`src/rtl/dma_ch_pkg.sv`:
```
// dma_ch_pkg: register word map, CMD/STATUS bit positions and writable masks
// shared by the DMA channel register file and its command controller.
package dma_ch_pkg;

    // Word index = byte offset >> 2, decoded from paddr[5:2].
    typedef enum logic [3:0] {
        R_CMD          = 4'h0,
        R_STATUS       = 4'h1,
        R_CTRL         = 4'h2,
        R_XSIZE        = 4'h3,
        R_LINKADDR     = 4'h4,
        R_XADDRINC     = 4'h5,
        R_SRCTRIGINCFG = 4'h6,
        R_DESTRIGINCFG = 4'h7,
        R_TRIGOUTCFG   = 4'h8,
        R_SRCADDR      = 4'h9,
        R_DESADDR      = 4'hA,
        R_FILLVAL      = 4'hB
    } reg_idx_e;

    localparam logic [3:0] NUM_REGS = 4'd12;
    localparam int NUM_CFG = 10;

    localparam int CMD_ENABLE      = 0;
    localparam int CMD_DISABLE     = 2;
    localparam int CMD_STOP        = 3;
    localparam int CMD_PAUSE       = 4;
    localparam int CMD_RESUME      = 5;
    localparam int CMD_SRCSWREQ    = 16;
    localparam int CMD_SRCSWTYPE   = 17;
    localparam int CMD_DESSWREQ    = 20;
    localparam int CMD_DESSWTYPE   = 21;
    localparam int CMD_SWTRIGOUTACK = 24;

    localparam int STAT_DONE = 16;
    localparam int STAT_ERR  = 17;

    localparam logic [31:0] MASK_CTRL     = 32'h0E00_0E07;
    localparam logic [31:0] MASK_LINKADDR = 32'hFFFF_FFFD;
    localparam logic [31:0] MASK_TRIGIN   = 32'h0000_0FFF;
    localparam logic [31:0] MASK_TRIGOUT  = 32'h0000_033F;
    localparam logic [31:0] MASK_FULL     = 32'hFFFF_FFFF;

    function automatic logic [31:0] cfg_mask(logic [3:0] idx);
        return idx == R_CTRL ? MASK_CTRL :
               idx == R_LINKADDR ? MASK_LINKADDR :
               (idx == R_SRCTRIGINCFG || idx == R_DESTRIGINCFG) ? MASK_TRIGIN :
               idx == R_TRIGOUTCFG ? MASK_TRIGOUT : MASK_FULL;
    endfunction

endpackage

```
`src/rtl/dma_ch_cmd_ctrl.sv`:
```
// dma_ch_cmd_ctrl: CMD request/pulse bits cleared by engine events, and
// STATUS done/error flags with write-1-to-clear.
module dma_ch_cmd_ctrl
    import dma_ch_pkg::*;
(
    input  logic        clk,
    input  logic        resetn,
    input  logic        cmd_wr_i,
    input  logic        status_wr_i,
    input  logic [31:0] wdata_i,
    input  logic        done_evt_i,
    input  logic        err_evt_i,
    input  logic        stopped_evt_i,
    input  logic        src_trig_ack_i,
    input  logic        des_trig_ack_i,
    output logic [31:0] cmd_o,
    output logic [31:0] status_o
);

    logic [31:0] set;
    logic        enable_q, enable_d;
    logic [3:0]  pulse_q, pulse_d;
    logic        trigout_q, trigout_d;
    logic        src_req_q, src_req_d;
    logic [1:0]  src_type_q, src_type_d;
    logic        des_req_q, des_req_d;
    logic [1:0]  des_type_q, des_type_d;
    logic        done_q, done_d;
    logic        err_q, err_d;
    logic        unused_wdata;

    assign unused_wdata = ^{wdata_i[31:25], wdata_i[23], wdata_i[19], wdata_i[15:6], wdata_i[1]};

    // A done_evt retires the old transfer, so a simultaneous ENABLECMD write survives;
    // err/stopped take priority over a new enable.
    always_comb begin
        set        = cmd_wr_i ? wdata_i : 32'h0;
        enable_d   = (enable_q & ~(done_evt_i | err_evt_i | stopped_evt_i))
                   | (set[CMD_ENABLE] & ~err_evt_i & ~stopped_evt_i);
        pulse_d    = set[CMD_RESUME:CMD_DISABLE];
        trigout_d  = set[CMD_SWTRIGOUTACK];
        src_req_d  = (src_req_q | set[CMD_SRCSWREQ]) & ~src_trig_ack_i;
        src_type_d = set[CMD_SRCSWREQ] ? wdata_i[CMD_SRCSWTYPE +: 2] : src_type_q;
        des_req_d  = (des_req_q | set[CMD_DESSWREQ]) & ~des_trig_ack_i;
        des_type_d = set[CMD_DESSWREQ] ? wdata_i[CMD_DESSWTYPE +: 2] : des_type_q;
        done_d     = done_evt_i | (done_q & ~(status_wr_i & wdata_i[STAT_DONE]));
        err_d      = err_evt_i | (err_q & ~(status_wr_i & wdata_i[STAT_ERR]));
    end

    always_ff @(posedge clk) begin
        if (!resetn) begin
            enable_q   <= 1'b0;
            pulse_q    <= 4'h0;
            trigout_q  <= 1'b0;
            src_req_q  <= 1'b0;
            src_type_q <= 2'b00;
            des_req_q  <= 1'b0;
            des_type_q <= 2'b00;
            done_q     <= 1'b0;
            err_q      <= 1'b0;
        end else begin
            enable_q   <= enable_d;
            pulse_q    <= pulse_d;
            trigout_q  <= trigout_d;
            src_req_q  <= src_req_d;
            src_type_q <= src_type_d;
            des_req_q  <= des_req_d;
            des_type_q <= des_type_d;
            done_q     <= done_d;
            err_q      <= err_d;
        end
    end

    always_comb begin
        cmd_o                              = 32'h0;
        cmd_o[CMD_ENABLE]                  = enable_q;
        cmd_o[CMD_RESUME:CMD_DISABLE]      = pulse_q;
        cmd_o[CMD_SRCSWREQ]                = src_req_q;
        cmd_o[CMD_SRCSWTYPE +: 2]          = src_type_q;
        cmd_o[CMD_DESSWREQ]                = des_req_q;
        cmd_o[CMD_DESSWTYPE +: 2]          = des_type_q;
        cmd_o[CMD_SWTRIGOUTACK]            = trigout_q;
        status_o                           = 32'h0;
        status_o[STAT_DONE]                = done_q;
        status_o[STAT_ERR]                 = err_q;
    end

endmodule

```
`src/rtl/dma_ch_regfile.sv`:
```
// dma_ch_regfile: APB3 register file for one DMA channel; config registers are
// locked while the channel is enabled.
module dma_ch_regfile
    import dma_ch_pkg::*;
#(
    parameter int ADDR_W = 12
) (
    input  logic              clk,
    input  logic              resetn,
    input  logic              psel,
    input  logic              penable,
    input  logic              pwrite,
    input  logic [ADDR_W-1:0] paddr,
    input  logic [31:0]       pwdata,
    output logic [31:0]       prdata,
    output logic              pready,
    output logic              pslverr,
    input  logic              done_evt,
    input  logic              err_evt,
    input  logic              stopped_evt,
    input  logic              src_trig_ack,
    input  logic              des_trig_ack,
    output logic [31:0]       CH_CMD,
    output logic [31:0]       CH_STATUS,
    output logic [31:0]       CH_CTRL,
    output logic [31:0]       CH_XSIZE,
    output logic [31:0]       CH_LINKADDR,
    output logic [31:0]       CH_XADDRINC,
    output logic [31:0]       CH_SRCTRIGINCFG,
    output logic [31:0]       CH_DESTRIGINCFG,
    output logic [31:0]       CH_TRIGOUTCFG,
    output logic [31:0]       CH_SRCADDR,
    output logic [31:0]       CH_DESADDR,
    output logic [31:0]       CH_FILLVAL
);

    logic [3:0]  idx;
    logic        bad;
    logic        setup_rd;
    logic        acc_wr;
    logic        cfg_we;
    logic [31:0] rd_data;
    logic [31:0] prdata_q, prdata_d;
    logic        pslverr_q, pslverr_d;
    logic [31:0] cfg_q [NUM_CFG];
    logic [31:0] cfg_d [NUM_CFG];
    logic        unused_paddr;

    assign unused_paddr = ^{paddr[ADDR_W-1:6], paddr[1:0]};
    assign idx      = paddr[5:2];
    assign bad      = idx >= NUM_REGS;
    assign setup_rd = psel & ~penable & ~pwrite;
    assign acc_wr   = psel & penable & pwrite;
    assign cfg_we   = acc_wr & ~CH_CMD[CMD_ENABLE];

    dma_ch_cmd_ctrl u_cmd_ctrl (
        .clk            (clk),
        .resetn         (resetn),
        .cmd_wr_i       (acc_wr & (idx == R_CMD)),
        .status_wr_i    (acc_wr & (idx == R_STATUS)),
        .wdata_i        (pwdata),
        .done_evt_i     (done_evt),
        .err_evt_i      (err_evt),
        .stopped_evt_i  (stopped_evt),
        .src_trig_ack_i (src_trig_ack),
        .des_trig_ack_i (des_trig_ack),
        .cmd_o          (CH_CMD),
        .status_o       (CH_STATUS)
    );

    always_comb begin
        cfg_d = cfg_q;
        for (int i = 0; i < NUM_CFG; i++)
            if (cfg_we && idx == 4'(i + 2)) cfg_d[i] = pwdata & cfg_mask(4'(i + 2));
        rd_data   = idx == R_CMD ? CH_CMD :
                    idx == R_STATUS ? CH_STATUS :
                    bad ? 32'h0 : cfg_q[idx - 4'd2];
        prdata_d  = setup_rd ? rd_data : prdata_q;
        // Registered in setup so the error is visible throughout the access phase.
        pslverr_d = psel & ~penable & bad;
    end

    always_ff @(posedge clk) begin
        if (!resetn) begin
            cfg_q     <= '{default: '0};
            prdata_q  <= 32'h0;
            pslverr_q <= 1'b0;
        end else begin
            cfg_q     <= cfg_d;
            prdata_q  <= prdata_d;
            pslverr_q <= pslverr_d;
        end
    end

    assign prdata          = prdata_q;
    assign pslverr         = pslverr_q;
    assign pready          = 1'b1;
    assign CH_CTRL         = cfg_q[0];
    assign CH_XSIZE        = cfg_q[1];
    assign CH_LINKADDR     = cfg_q[2];
    assign CH_XADDRINC     = cfg_q[3];
    assign CH_SRCTRIGINCFG = cfg_q[4];
    assign CH_DESTRIGINCFG = cfg_q[5];
    assign CH_TRIGOUTCFG   = cfg_q[6];
    assign CH_SRCADDR      = cfg_q[7];
    assign CH_DESADDR      = cfg_q[8];
    assign CH_FILLVAL      = cfg_q[9];

endmodule

```
`config.mk`:
```
export PLATFORM = sky130hd
export DESIGN_NAME = dma_ch_regfile
export DESIGN_NICKNAME = d
export VERILOG_FILES = /design/src/rtl/dma_ch_pkg.sv /design/src/rtl/dma_ch_cmd_ctrl.sv /design/src/rtl/dma_ch_regfile.sv
export SDC_FILE = /design/constraint.sdc
export NUM_CORES = 1
export LEC_CHECK = 0
export CORE_AREA = 2 2 181 183
export DETAILED_ROUTE_END_ITERATION = 8
export DIE_AREA = 0 0 183 185
export PLACE_DENSITY_LB_ADDON = 0.05
export SLEW_MARGIN = 10
export SYNTH_ARGS = -nofsm -noshare
export SYNTH_HDL_FRONTEND = slang
export SYNTH_SLANG_ARGS = --single-unit
```
`constraint.sdc`:
```
create_clock -name clk -period 2.36 [get_ports clk]
set_input_delay 0.472 -clock clk [delete_from_list [all_inputs] [get_ports clk]]
set_output_delay 0.472 -clock clk [all_outputs]
set_load 0.1 [all_outputs]
```
After elaboration in Yosys (flattened, before gate mapping) --
Cells that the tools add are included. Widths: inputs -> output; s select.
Word-level totals: bits in latches 0, memories kept 0, output and inout bits 418, input bits 54, memory bits (writable) 0, bits in read-only memories 0, register bits after elaboration 279, logic and storage cells 89
Operators by class: equality and inequality tests 11, $mul 0, $lt $le $gt $ge 2, div/mod/pow operators 0, mux-type cells 7, bitwise operators 35, reductions and logical operators 12, $add $sub $neg 1, shift operators 0
Operators with widths (count):
- $mux 32 | 5
- $bmux 32 s4 | 1
- $mux 21 | 1
- $and 1x1->1 | 17
- $eq 4x3->1 const B | 4
- $eq 4x4->1 const B | 4
- $logic_and 1x1->1 | 10
- $not 1->1 | 10
- $eq 4x2->1 const B | 2
- $or 1x1->1 | 7
- $ge 5x5->1 const B | 1
- $not 4->5 | 1
- $eq 4x1->1 const B | 1
- $ge 4x4->1 const B | 1
- $logic_not 4->1 | 1
- $sub 4x2->4 const B | 1
- $reduce_and 2->1 | 1

Longest topological paths before layout --
Gate-level depths: netlist of run 1.
depth after elaboration 8, mapped depth 10, mapped depth without buffers 6

Modules after synthesis --
A second synthesis of run 1 with hierarchy kept.
Second synthesis, totals: cells, all modules 1647, area total of the unflattened synthesis 14124.8 µm²
By module, submodules not included:
- dma_ch_regfile | area each 13225.2 µm², sequential area each 5305.1 µm², cells each 1541, times used 1
- dma_ch_cmd_ctrl | area each 899.6 µm², sequential area each 280.3 µm², cells each 106, times used 1

Worst setup path before layout of run 1 --
OpenSTA, ideal clock, no wires.
path kind input to register, start point in paddr[3], end point reg prdata_q[12], in the netlist prdata[12], stages 9, path buffers 3, library setup time 83 ps, arrival time 2161 ps, required time 2277 ps, slack 116 ps, cell sequence buf_6 > inv_1 > buf_2 > ha_1 > buf_2 > clkinv_1 > nor2_1 > a22oi_1 > o221ai_1
Between the ends: cells in the longest elaborated chain, start to end 8, elaborated cells on any way between the ends 11, those cells by class add/sub (1); order compare (1); eq/ne (1); mux (6); bitwise (1); reduce/logical (1)
RTL lines:
- start: declaration | line dma_ch_regfile.sv:13 | input logic [ADDR_W-1:0] paddr,
- $sub 4x2->4 | line dma_ch_regfile.sv:77 | bad ? 32'h0 : cfg_q[idx - 4'd2];
- $not 4->5 (implied by the code) | line dma_ch_regfile.sv:77
- $bmux 32 s4 | line dma_ch_regfile.sv:77
- $mux 32 (implied by the code) (2 in a row) | line dma_ch_regfile.sv:77
- $mux 32 | line dma_ch_regfile.sv:77
- $mux 32 | line dma_ch_regfile.sv:76 | idx == R_STATUS ? CH_STATUS :
- $mux 32 (*) | line dma_ch_regfile.sv:75 | rd_data = idx == R_CMD ? CH_CMD :
- end signal: assignment | line dma_ch_regfile.sv:90 | prdata_q <= prdata_d;
- end: declaration | line dma_ch_regfile.sv:43 | logic [31:0] prdata_q, prdata_d;
Every way passes the cells marked *; elsewhere a longest branch is shown, timed or not. The select of a mux whose other input is x is not followed. A chain may end at the register's enable or synchronous reset.

Worst setup path in the final report of run 1 --
start point in paddr[4], end point reg prdata_q[26], in the netlist prdata[26]
The elaborated chain is that of the path after synthesis.

==> flow_summary.ini, run 1 <==
[worst_setup_path]
end_kind = flip-flop
worst_ep_required_time_ns = 2.76
rr_startpoint = u_cmd_ctrl.enable_q
critical_path_peak_fanout = 8
critPathArrivalTime_ns = 2.45
timing_worst_setup_path_type = in2reg
crit_path_start_kind = input pin
crit_start = paddr[4]

[sta]
timing.fmax_mhz = 488
layout_min_cycle_time_ns = 2.05
hold_violations = 0
tightest_slew_ns = 0.641
period_share_pct = 86.9
rsz0062_at_grt = no
tns_ns = 0
setup_viol = 0
slew_violations = 0
skew_ns = 0.0128
relSlewSlack_pct = 57.0

[routing]
routed_wl_mm = 48.5
routedWlPerCell_um = 20.7
drc_errors = 0
routed-via-count = 12000
final_antenna_net_count = 0
viasPerCell = 5.13
drtIter0Drc = 847
dr.pass1.iters = 5

[logic_synthesis]
syn_area_per_cell_um2 = 8.73
synth_seq_area_share_pct = 40.8
yosys_warnings = 0
synthDistinctLibCells = 62
yosysTopAreaCell = dfxtp_1
synthFlopType = dfxtp_1
syn-cell-area_mm2 = 0.0137
ys_top_cells_by_count = nand2_1 (417), dfxtp_1 (279), buf_4 (154)
synth_top_area_share_pct = 40.8
ys_async_sr_fraction_pct = 0
syn-instance-count = 1570
synthTopCellsByArea = dfxtp_1 (41%), nand2_1 (11%), buf_4 (8.4%), a21boi_0 (6.5%), mux2i_1 (6.2%)
yosysMostFrequentCell = nand2_1
synth_edf_count = 0
synth_seq_cells = 279

[placement]
hpwlAfterDp_mm = 34.8
place.gp.congestion = 0.871
place_inst = 2281
portBuffers = 324

[final_layout]
fin_nets = 1965
drive_above_1_share_pct = 25.9
syn_to_final_growth_pct = 29.9
instances_no_fill = 2345
fillers = 2967

[pwr]
p_sw_mw = 3.71
p_int_mw = 8.36
combPwrFrac_pct = 16.8
peakVddDrop_v = 0.000586
p_leak_nw = 7.41
p_seq_share_pct = 39.5
powerDensity_mw_per_mm2 = 678
switching_share_pct = 30.7
clockPowerShare_pct = 43.7

[global_routing]
grt_antenna_before_repair = 3
first_global_vias = 11500
grt.overflow.total = 0
grt_pass1_wl_mm = 71.7
grt_usage_pct = 27.8
grt_max_degree = 111

[flow_run]
maxCapViolCount = 0

[cts]
insertion_delay_ns = 0.52
cts_resized = 0
cts_made_buffers = 34
postCtsHoldBufs = 0
cts_tree = done
clk_path_buf_depth = 3
post_cts_buffers = 0
clock_tree.root_cell = clkbuf_16
htreeDepth = 2
path_clk_slew_ns = 0.06
clock-sinks = 279

[run_status]
status = finished clean

[floorplan]
fp.dieW_um = 183
dieHeight_um = 185
dieArea_mm2 = 0.0339
ios = 472
rows = 66
core_mm2 = 0.0320
start_util_pct = 42.8

[min_path]
hold_start = resetn
min_path_type = in2reg
[path summary, 6_finish.rpt]
| check | to | cells past startpoint | slack [ns] |
|---|---|---|---|
| max reg2reg | CH_XSIZE[10] | 7 | 0.48 |
| min reg2reg | CH_SRCADDR[9] | 2 | 0.47 |
| min | CH_DESADDR[28] | 2 | 0.27 |
| max | prdata[26] | 7 | 0.31 |
[cells in the final DEF (no fill, tap or decap), drive strengths merged, types with 3 or more instances in the layout]
cell	synthesis	final
a21boi	197	197
a21o	7	7
a21oi	14	14
a221o	4	4
a221oi	5	5
a22o	6	6
a22oi	10	10
a31oi	5	5
and2	7	7
and3b	9	9
buf	210	399
clkbuf	65	53
clkdlybuf4s50	0	42
clkinv	1	7
conb	2	139
dfxtp	279	279
diode	0	3
mux2	16	16
mux2i	85	85
mux4	13	13
nand2	418	418
nand2b	8	8
nand3	28	28
nor2	15	15
nor2b	45	45
nor3	9	9
nor3b	4	4
nor4	3	3
o211a	3	3
o211ai	4	4
o21a	3	3
o21ai	23	23
o221ai	15	15
o22ai	3	3
o2bb2ai	8	8
o31a	9	9
o31ai	7	7
o32ai	4	4
or3	5	5
or4	3	3
[logic make-up (layout without fill, tap and decap cells)]
kind of cell             after synthesis  after routing  synth area share, %
AND/OR/NAND/NOR                      563            563                 18.6
flip-flops                           279            279                 40.8
adder cells (fa/ha/maj)                2              2                0.183
XOR/XNOR                               2              2                0.128
buffers and inverters                278            505                 12.7
other                                  2            142               0.0548
multiplexers                         114            114                 9.66
AO/OA/AOI/OAI                        330            330                 17.9
[power by group through the flow]
stage | logic (mW) | registers [mW] | clock network, mW
final | 2.03 | 4.76 | 5.27
after global routing | 2.10 | 4.76 | 5.56
after CTS | 2.02 | 4.76 | 5.35
after detailed placement | 2.02 | 4.87 | 0
after global placement | 2.01 | 4.87 | 0
after floorplan | 1.59 | 5.05 | 0
[state kept, by name (all words and copies together), names as in the netlist, 2 cells and up]
| register | count |
|---|---|
| CH_CTRL | 9 |
| CH_DESADDR | 32 |
| CH_TRIGOUTCFG | 8 |
| CH_SRCTRIGINCFG | 12 |
| CH_XSIZE | 32 |
| CH_DESTRIGINCFG | 12 |
| prdata | 32 |
| u_cmd_ctrl.pulse_q | 4 |
| u_cmd_ctrl.src_type_q | 2 |
| CH_SRCADDR | 32 |
| CH_LINKADDR | 31 |
| CH_XADDRINC | 32 |
| u_cmd_ctrl.des_type_q | 2 |
| CH_FILLVAL | 32 |
[metal layers]
| metal | up-vias | track usage [%] | share of wire, % |
|---|---|---|---|
| met3 | 64 | 5.21 | 6.9 |
| met1 | 5783 | 35.6 | 42 |
| met4 | 0 | 7.36 | 2.0 |
| met2 | 466 | 48.1 | 49 |
| met5 | - | 0 | 0 |
| li1 | 5718 | - | - |
[critical path: stages]
cell             delay, ns
clkdlybuf4s50_1       0.48
inv_1                 0.06
ha_2                  0.45
nand2b_1              0.08
mux4_2                0.47
a32o_1                0.26
a22o_1                0.19
[through the flow]
| stage | power, mW | cell area (um2) | worst slack, ns | utilization (%) | hold slack [ns] |
|---|---|---|---|---|---|
| detailed placement | 6.89 | 16700 | -0.187 | 52.0 | 0.454 |
| global route | 12.4 | 17800 | 0.168 | 55.6 | 0.271 |
| finish | 12.1 | 17800 | 0.309 | 55.6 | 0.267 |
| CTS | 12.1 | 17800 | 0.332 | 55.6 | 0.257 |
| global placement | 6.88 | 16700 | -0.171 | 52.0 | 0.451 |
| floorplan | 6.64 | 14200 | 0.116 | - | 0.500 |
[layout make-up]
type	count	area [um2]	area share, %
multi-input combinational	1150	6930	38.9
antenna	3	7.51	0.0422
tap	408	510	2.87
clock buffer	53	1040	5.82
clock inverter	8	90.1	0.506
inverter	3	11.3	0.0632
timing repair buffer	441	3630	20.4
sequential	279	5590	31.4
(Power assumes the default switching activity.)
==> run 2: changes to the inputs <==
- PLACE_DENSITY: unset -> 0.86
- PLACE_DENSITY_LB_ADDON: 0.05 -> unset
==> run 2 against run 1 <==
Compared with the run above: total power shrank 4.4%; first-iteration DRC count up 24%; via count rose by 4.8%; global-route usage rose by 0.16 points; clock skew up 0.010 ns; register-to-register slack worse by 0.24 ns; clock power is 10% lower; critical path depth rose by 1; sequential power about the same; critical path type unchanged.
==> flow_summary.ini, run 2 (synthesis results as in run 1) <==
[placement]
hpwlAfterDp_mm = 35.6
placed_area_mm2 = 0.0166
place.gp.congestion = 0.876
portBuffers = 324
place_ws_ns = -0.405
place_inst = 2270

[worst_setup_path]
critPathArrivalTime_ns = 2.60
timing_worst_setup_path_type = in2reg
critical_path_peak_fanout = 14
end_kind = flip-flop
crit_path_start_kind = input pin
worst_ep_required_time_ns = 2.81

[cts]
clk_path_buf_depth = 3
postCtsHoldBufs = 0
cts_made_buffers = 30
path_clk_slew_ns = 0.06
cts_resized = 0
clock_tree.root_cell = clkbuf_16
clock-sinks = 279
htreeDepth = 1
post_cts_buffers = 0
cts_tree = done
insertion_delay_ns = 0.56

[sta]
hold_violations = 0
fin_ws_ns = 0.212
setup_viol = 0
timing.fmax_mhz = 466
skew_ns = 0.0228
layout_min_cycle_time_ns = 2.15
slew_violations = 0
relSlewSlack_pct = 59.7
rsz0062_at_grt = no
tightest_slew_ns = 0.604
period_share_pct = 91.0

[pwr]
powerDensity_mw_per_mm2 = 655
p_leak_nw = 7.29
peakVddDrop_v = 0.000575
finalPower_mw = 11.5

[final_layout]
fin_nets = 1950
final_cell_mix = nand2_1 (417), buf_4 (366), dfxtp_1 (279)
instances_no_fill = 2321
final_common_cell = nand2_1
syn_to_final_growth_pct = 28.4
fin_area_mm2 = 0.0176
drive_above_1_share_pct = 25.4

[global_routing]
grt_antenna_before_repair = 1
grt.overflow.total = 0
grt_max_degree = 70
grt_pass1_wl_mm = 72.6
first_global_vias = 11900
grt_usage_pct = 28.0

[floorplan]
ios = 472
rows = 66
dieArea_mm2 = 0.0339
core_mm2 = 0.0320
fp.dieW_um = 183
dieHeight_um = 185
start_util_pct = 42.8

[run_status]
status = finished clean

[routing]
final_antenna_net_count = 0
drc_errors = 0
drtIter0Drc = 1048
routed_wl_mm = 49.6
routed-via-count = 12600
dr.pass1.iters = 5
viasPerCell = 5.43
routedWlPerCell_um = 21.4

[min_path]
min_path_type = in2reg

[flow_run]
maxCapViolCount = 0
-- run 2: per-stage QoR --
step	TNS [ns]	hold slack, ns	utilization [%]
3_5_place_dp	-33.44	0.460	51.9
2_1_floorplan	0	0.500	-
5_1_grt	0	0.317	54.9
4_1_cts	0	0.297	54.9
6_report	0	0.312	54.9
3_3_place_gp	-26.36	0.446	51.9
-- run 2: worst paths after layout --
check / cells past startpoint / endpoint / slack (ns) / start
setup / recovery: 8 / CH_SRCADDR[28] / 0.21 / psel
hold / removal: 2 / CH_DESADDR[27] / 0.31 / resetn
setup reg to reg: 7 / CH_SRCADDR[28] / 0.24 / u_cmd_ctrl.enable_q
hold reg to reg: 2 / CH_XADDRINC[4] / 0.47 / CH_XADDRINC[4]
-- run 2: power by group --
part | total [mW] | switching (mW) | leakage [nW] | internal [mW]
logic | 2.03 | 1.66 | 4.57 | 0.379
registers | 4.76 | 0.0220 | 2.25 | 4.74
clock network | 4.74 | 1.94 | 0.473 | 2.80
total | 11.5 | 3.61 | 7.29 | 7.92
-- run 2: layout make-up --
type,instances,area (um2)
Tap cell,408,510
Antenna cell,1,2.50
Sequential cell,279,5590
Timing Repair Buffer,430,3580
Clock buffer,39,836
Clock inverter,11,145
Fill cell,2739,14400
Multi-Input combinational cell,1150,6930
Inverter,3,11.3
-- run 2: critical path, cell delays in order --
cell and delay [ns]:
clkdlybuf4s50_1 0.49, nand4b_2 0.30, buf_4 0.26, buf_4 0.15, nor3_4 0.29, buf_4 0.35, nand2_1 0.09, a21boi_0 0.19
-- run 2: per-layer routing --
layer,wire [um],global-route usage [%],up-vias,part of all wire [%]
met5,0,0,-,0
met4,1820,9.70,0,3.7
met3,4540,6.33,121,9.1
met2,24300,49.0,742,49
met1,19000,33.7,6068,38
li1,-,-,5681,-
==> run 3: changes to the inputs <==
- clock period: 2.36 -> 2.15 ns (I/O delays scaled with it)
==> run 3 against run 2 <==
Compared with the run above: first-iteration DRC count is 1.0% lower; critical endpoint is now prdata[29]; via count hardly changed; largest cell class unchanged; sequential power is 9.9% higher; cell area is 1.1% higher; clock power is 7.2% higher; clock skew is 0.0020 ns higher; combinational power is 13% higher.
==> flow_summary.ini, run 3 (synthesis results as in run 1) <==
[run_status]
status = finished clean

[routing]
final_antenna_net_count = 0
routedWlPerCell_um = 21.6
routed_wl_mm = 50.3
dr.pass1.iters = 5
viasPerCell = 5.41
drc_errors = 0
drtIter0Drc = 1037
routed-via-count = 12600

[worst_setup_path]
end_kind = flip-flop
worst_path_max_delay_cell = clkdlybuf4s50_1
critical_path_peak_fanout = 15
cpMostUsedCell = buf_12
crit_buf_inv = 6
critPathArrivalTime_ns = 2.46
cp_top_family = buffers and inverters
crit_path_cell_trace = clkdlybuf4s50_1 -> inv_1 -> ha_2 -> buf_12 -> clkinv_1 -> buf_12 -> nor2_2 -> buf_4 -> a22oi_1 -> o221ai_1
crit_path_start_kind = input pin
worst_ep_required_time_ns = 2.63
timing_worst_setup_path_type = in2reg
cpPeakStageDelay_ns = 0.53

[global_routing]
grt_usage_pct = 28.5
grt_antenna_before_repair = 3
grt.overflow.total = 0
first_global_vias = 12300
grt_pass1_wl_mm = 74.2
grt_max_degree = 138

[flow_run]
maxCapViolCount = 0

[pwr]
p_leak_nw = 7.36
finalPower_mw = 12.6
peakVddDrop_v = 0.000648
powerDensity_mw_per_mm2 = 708

[floorplan]
dieHeight_um = 185
start_util_pct = 42.8
fp.dieW_um = 183
dieArea_mm2 = 0.0339
ios = 472
core_mm2 = 0.0320
rows = 66

[final_layout]
final_common_cell = nand2_1
fin_nets = 1956
fillers = 2797
drive_above_1_share_pct = 25.3
final-seq-area_mm2 = 0.00559
multiInputGateArea_mm2 = 0.00694
syn_to_final_growth_pct = 29.8
final_cell_mix = nand2_1 (417), buf_4 (359), dfxtp_1 (279)
instances_no_fill = 2330

[cts]
clock-sinks = 279
insertion_delay_ns = 0.56
post_cts_buffers = 0
htreeDepth = 1
path_clk_slew_ns = 0.06
clock_tree.root_cell = clkbuf_16
clk_path_buf_depth = 3
postCtsHoldBufs = 0
cts_resized = 0
cts_made_buffers = 30
cts_tree = done

[sta]
period_share_pct = 92.4
hold_violations = 0
layout_min_cycle_time_ns = 1.99
setup_viol = 0
rsz0062_at_grt = no
timing.fmax_mhz = 504
slew_violations = 0
hold_ws_ns = 0.148
skew_ns = 0.0248
tns_ns = 0
tightest_slew_ns = 0.573
relSlewSlack_pct = 61.8

[placement]
portBuffers = 324
place_inst = 2276
place.gp.congestion = 0.884
hpwlAfterDp_mm = 35.9

[min_path]
min_path_type = in2reg
[run 3: changes by cell type in the layout (fill, tap and decap cells not counted), moves of 2 or more]
| cell | before | now |
|---|---|---|
| buf_12 | 19 | 32 |
| buf_4 | 366 | 359 |
| clkbuf_1 | 5 | 13 |
| clkinv_2 | 3 | 1 |
| clkinvlp_4 | 3 | 0 |
| diode_2 | 1 | 3 |
[run 3: power breakdown]
group	internal (mW)	total, mW	switching (mW)
registers	5.20	5.23	0.0265
logic	0.463	2.29	1.83
clock network	3.00	5.08	2.08
[run 3: worst paths after layout]
kind | cells past startpoint | from | to | slack (ns)
worst max-delay path | 10 | paddr[4] | prdata[29] | 0.16
worst min-delay path | 3 | resetn | pslverr | 0.15
worst max register to register | 6 | u_cmd_ctrl.enable_q | CH_TRIGOUTCFG[5] | 0.25
worst min register to register | 2 | CH_XADDRINC[16] | CH_XADDRINC[16] | 0.46
[run 3: layer usage]
layer | part of all wire, % | vias to the layer above | wire length, um | GRT usage (%)
met5 | 0 | - | 0 | 0
met4 | 4.7 | 0 | 2370 | 12.8
met3 | 9.5 | 148 | 4780 | 6.94
met2 | 48 | 720 | 24000 | 48.7
met1 | 38 | 6052 | 19200 | 34.0
li1 | - | 5694 | - | -
[run 3: area by class of cell]
cell class / instances / area share, %
Antenna cell: 3 / 0.0422
Clock buffer: 48 / 4.95
Clock inverter: 3 / 0.366
Inverter: 3 / 0.0633
Multi-Input combinational cell: 1150 / 39.0
Sequential cell: 279 / 31.4
Tap cell: 408 / 2.87
Timing Repair Buffer: 436 / 21.3
[run 3: worst reg2reg max path, delay by kind of cell, from the launching register on]
kind	cells	cell delay [ns]
buffers and inverters	2	0.45
AND/OR/NAND/NOR	3	0.81
flip-flops	1	0.32
multiplexers	1	0.20
[run 3: per-stage QoR]
step | worst slack [ns] | util (%) | cell area, um2
2_1_floorplan | 0.00298 | - | 14200
3_3_place_gp | -0.348 | 52.5 | 16800
3_5_place_dp | -0.420 | 52.5 | 16800
4_1_cts | 0.177 | 55.5 | 17800
5_1_grt | 0.0456 | 55.5 | 17800
6_report | 0.164 | 55.5 | 17800
==> RTL edit, RTL diff (settings of run 1) <==
Put a register stage on the output `CH_STATUS`, cleared by the reset. The value now appears one clock later. The other outputs are not delayed to match.
--- a/src/rtl/dma_ch_regfile.sv
+++ b/src/rtl/dma_ch_regfile.sv
@@ -34,6 +34,8 @@
     output logic [31:0]       CH_FILLVAL
 );
 
+    logic [31:0] CH_STATUS_d;
+
     logic [3:0]  idx;
     logic        bad;
     logic        setup_rd;
@@ -65,7 +67,7 @@
         .src_trig_ack_i (src_trig_ack),
         .des_trig_ack_i (des_trig_ack),
         .cmd_o          (CH_CMD),
-        .status_o       (CH_STATUS)
+        .status_o       (CH_STATUS_d)
     );
 
     always_comb begin
@@ -73,7 +75,7 @@
         for (int i = 0; i < NUM_CFG; i++)
             if (cfg_we && idx == 4'(i + 2)) cfg_d[i] = pwdata & cfg_mask(4'(i + 2));
         rd_data   = idx == R_CMD ? CH_CMD :
-                    idx == R_STATUS ? CH_STATUS :
+                    idx == R_STATUS ? CH_STATUS_d :
                     bad ? 32'h0 : cfg_q[idx - 4'd2];
         prdata_d  = setup_rd ? rd_data : prdata_q;
         // Registered in setup so the error is visible throughout the access phase.
@@ -106,5 +108,13 @@
     assign CH_DESADDR      = cfg_q[8];
     assign CH_FILLVAL      = cfg_q[9];
 
+    always_ff @(posedge clk) begin
+        if (!resetn) begin
+            CH_STATUS <= '0;
+        end else begin
+            CH_STATUS <= CH_STATUS_d;
+        end
+    end
+
 endmodule
 
Function: changed (a bounded check fails within 4 cycles, from zero or initial values and one cycle with resetn low).
==> RTL edit against run 1 <==
Maximum frequency grew 0.83%; die area did not move; hold slack gained 0.20 ns; cell area is 3.2% lower; setup slack improved by 0.017 ns; register-to-register slack better by 0.02 ns; power is 3.5% lower; routed wire length increased by 1.8%; sequential cell count increased by 2; synthesized area down 4.4%.
==> RTL edit: results (changes against run 1) <==
- Outcome: complete, no violations (unchanged).
- The layout cell share with drive strength beyond 1 is 26.2% (was 25.9%).
- The adder-cell area share of the yosys netlist is 0.191% (was 0.183%).
- The per-cell routed wire length is 21.1 um (was 20.7 um).
- The global-route track usage on met3 was 5.19% (was 5.21%).
- The number of cell instances on the worst register-to-register path is 6 (was 7).
- The wire length on met2 came to 23000 um (was 23500 um).
- The arrival time at the worst endpoint is 2.53 ns (was 2.45 ns).
- The total net switching power is 3.66 mW (was 3.71 mW).
- The total length of routed wires is 49400 um (was 48500 um).
- The post-place setup slack is -0.229 ns (was -0.187 ns).
- Synth top cells by count: nand2_1, dfxtp_1, a21oi_1 (was nand2_1, dfxtp_1, buf_4).
- The wire length of the first global-routing pass is 71600 um (was 71700 um).
- The post-synthesis xor/xnor area fraction is 0.134% (was 0.128%).
- The reg-to-reg setup timing slack was 0.50 ns (was 0.48 ns).
- The total global-route track usage is 28.0% (was 27.8%).
- The slew at the pin with the worst max-slew slack was 0.709 ns (was 0.641 ns).
- The switching portion of total power is 31.5% (was 30.7%).
- The number of clock buffers inserted by TritonCTS is 31 (was 34).
- The sequential fraction of the synthesis area was 42.9% (was 40.8%).
- The synthesized-area fraction occupied by ao, oa, aoi and oai cells is 16.1% (was 17.9%).
- The pin count of the biggest net entering global routing is 142 (was 111).
- The deepest level of the CTS H-tree is 1 (was 2).
- The maximum operating frequency was 492 MHz (was 488 MHz).
- The count of placed standard cells including taps came to 2284 (was 2281).
- The worst-path maximum fanout is 5 (was 8).
- The worst clock skew on the final layout is 0.0169 ns (was 0.0128 ns).
- The final RePlAce weighted congestion is 0.861 (was 0.871).
- The worst ir drop on vdd is 0.000543 V (was 0.000586 V).
- The via density per instance is 5.22 (was 5.13).
RTL edit: cell types whose count changed in the layout (fill, tap and decap cells not counted), moves of 7 or more:
cell,delta
nor2b_1,-38
a21boi_0,-117
a21oi_1,+202
nor2_1,+34
a21boi_1,-78
nand3_1,-14
buf_4,-9
nand3b_1,+8
and3b_1,-9
o221ai_2,+7
o221ai_1,-13
RTL edit: final timing paths:
path / from / end
setup / recovery: paddr[4] / prdata[18]$_SDFFE_PN0P_
hold reg to reg: CH_DESADDR[18]$_SDFFE_PN0P_ / CH_DESADDR[18]$_SDFFE_PN0P_
setup reg to reg: u_cmd_ctrl.enable_q$_SDFF_PN0_ / CH_DESADDR[11]$_SDFFE_PN0P_
hold / removal: des_trig_ack / u_cmd_ctrl.des_req_q$_SDFF_PN0_
RTL edit: worst max-delay path, stage by stage:
cell	delay [ns]
clkdlybuf4s50_1	0.48
inv_1	0.08
ha_4	0.17
xnor2_1	0.32
nand3_1	0.26
buf_4	0.24
a211o_1	0.35
a21oi_1	0.16
RTL edit: final cells by class:
type / instances / area, um^2
timing repair buffer: 436 / 3650
clock buffer: 45 / 918
multi-input combinational: 1153 / 6400
tap: 408 / 510
sequential: 281 / 5630
inverter: 6 / 30.0
clock inverter: 6 / 83.8
fill: 3078 / 14800
antenna: 3 / 7.51
RTL edit: cells by family (layout without fill, tap and decap cells):
group           after synthesis  after routing
fa+ha+maj                     2              2
buf+inv                     278            493
other cells                   2            142
mux                         110            110
simple gates                559            559
xor+xnor                      2              2
flops                       281            281
compound gates              341            341
RTL edit: power groups by stage:
stage	sequential [mW]	clock, mW	combinational, mW
final	4.80	4.84	2.01
after CTS	4.80	4.90	1.99
after detailed placement	4.90	0	1.99
after global routing	4.80	5.10	2.07
after floorplan	5.10	0	1.53
after global placement	4.90	0	1.99
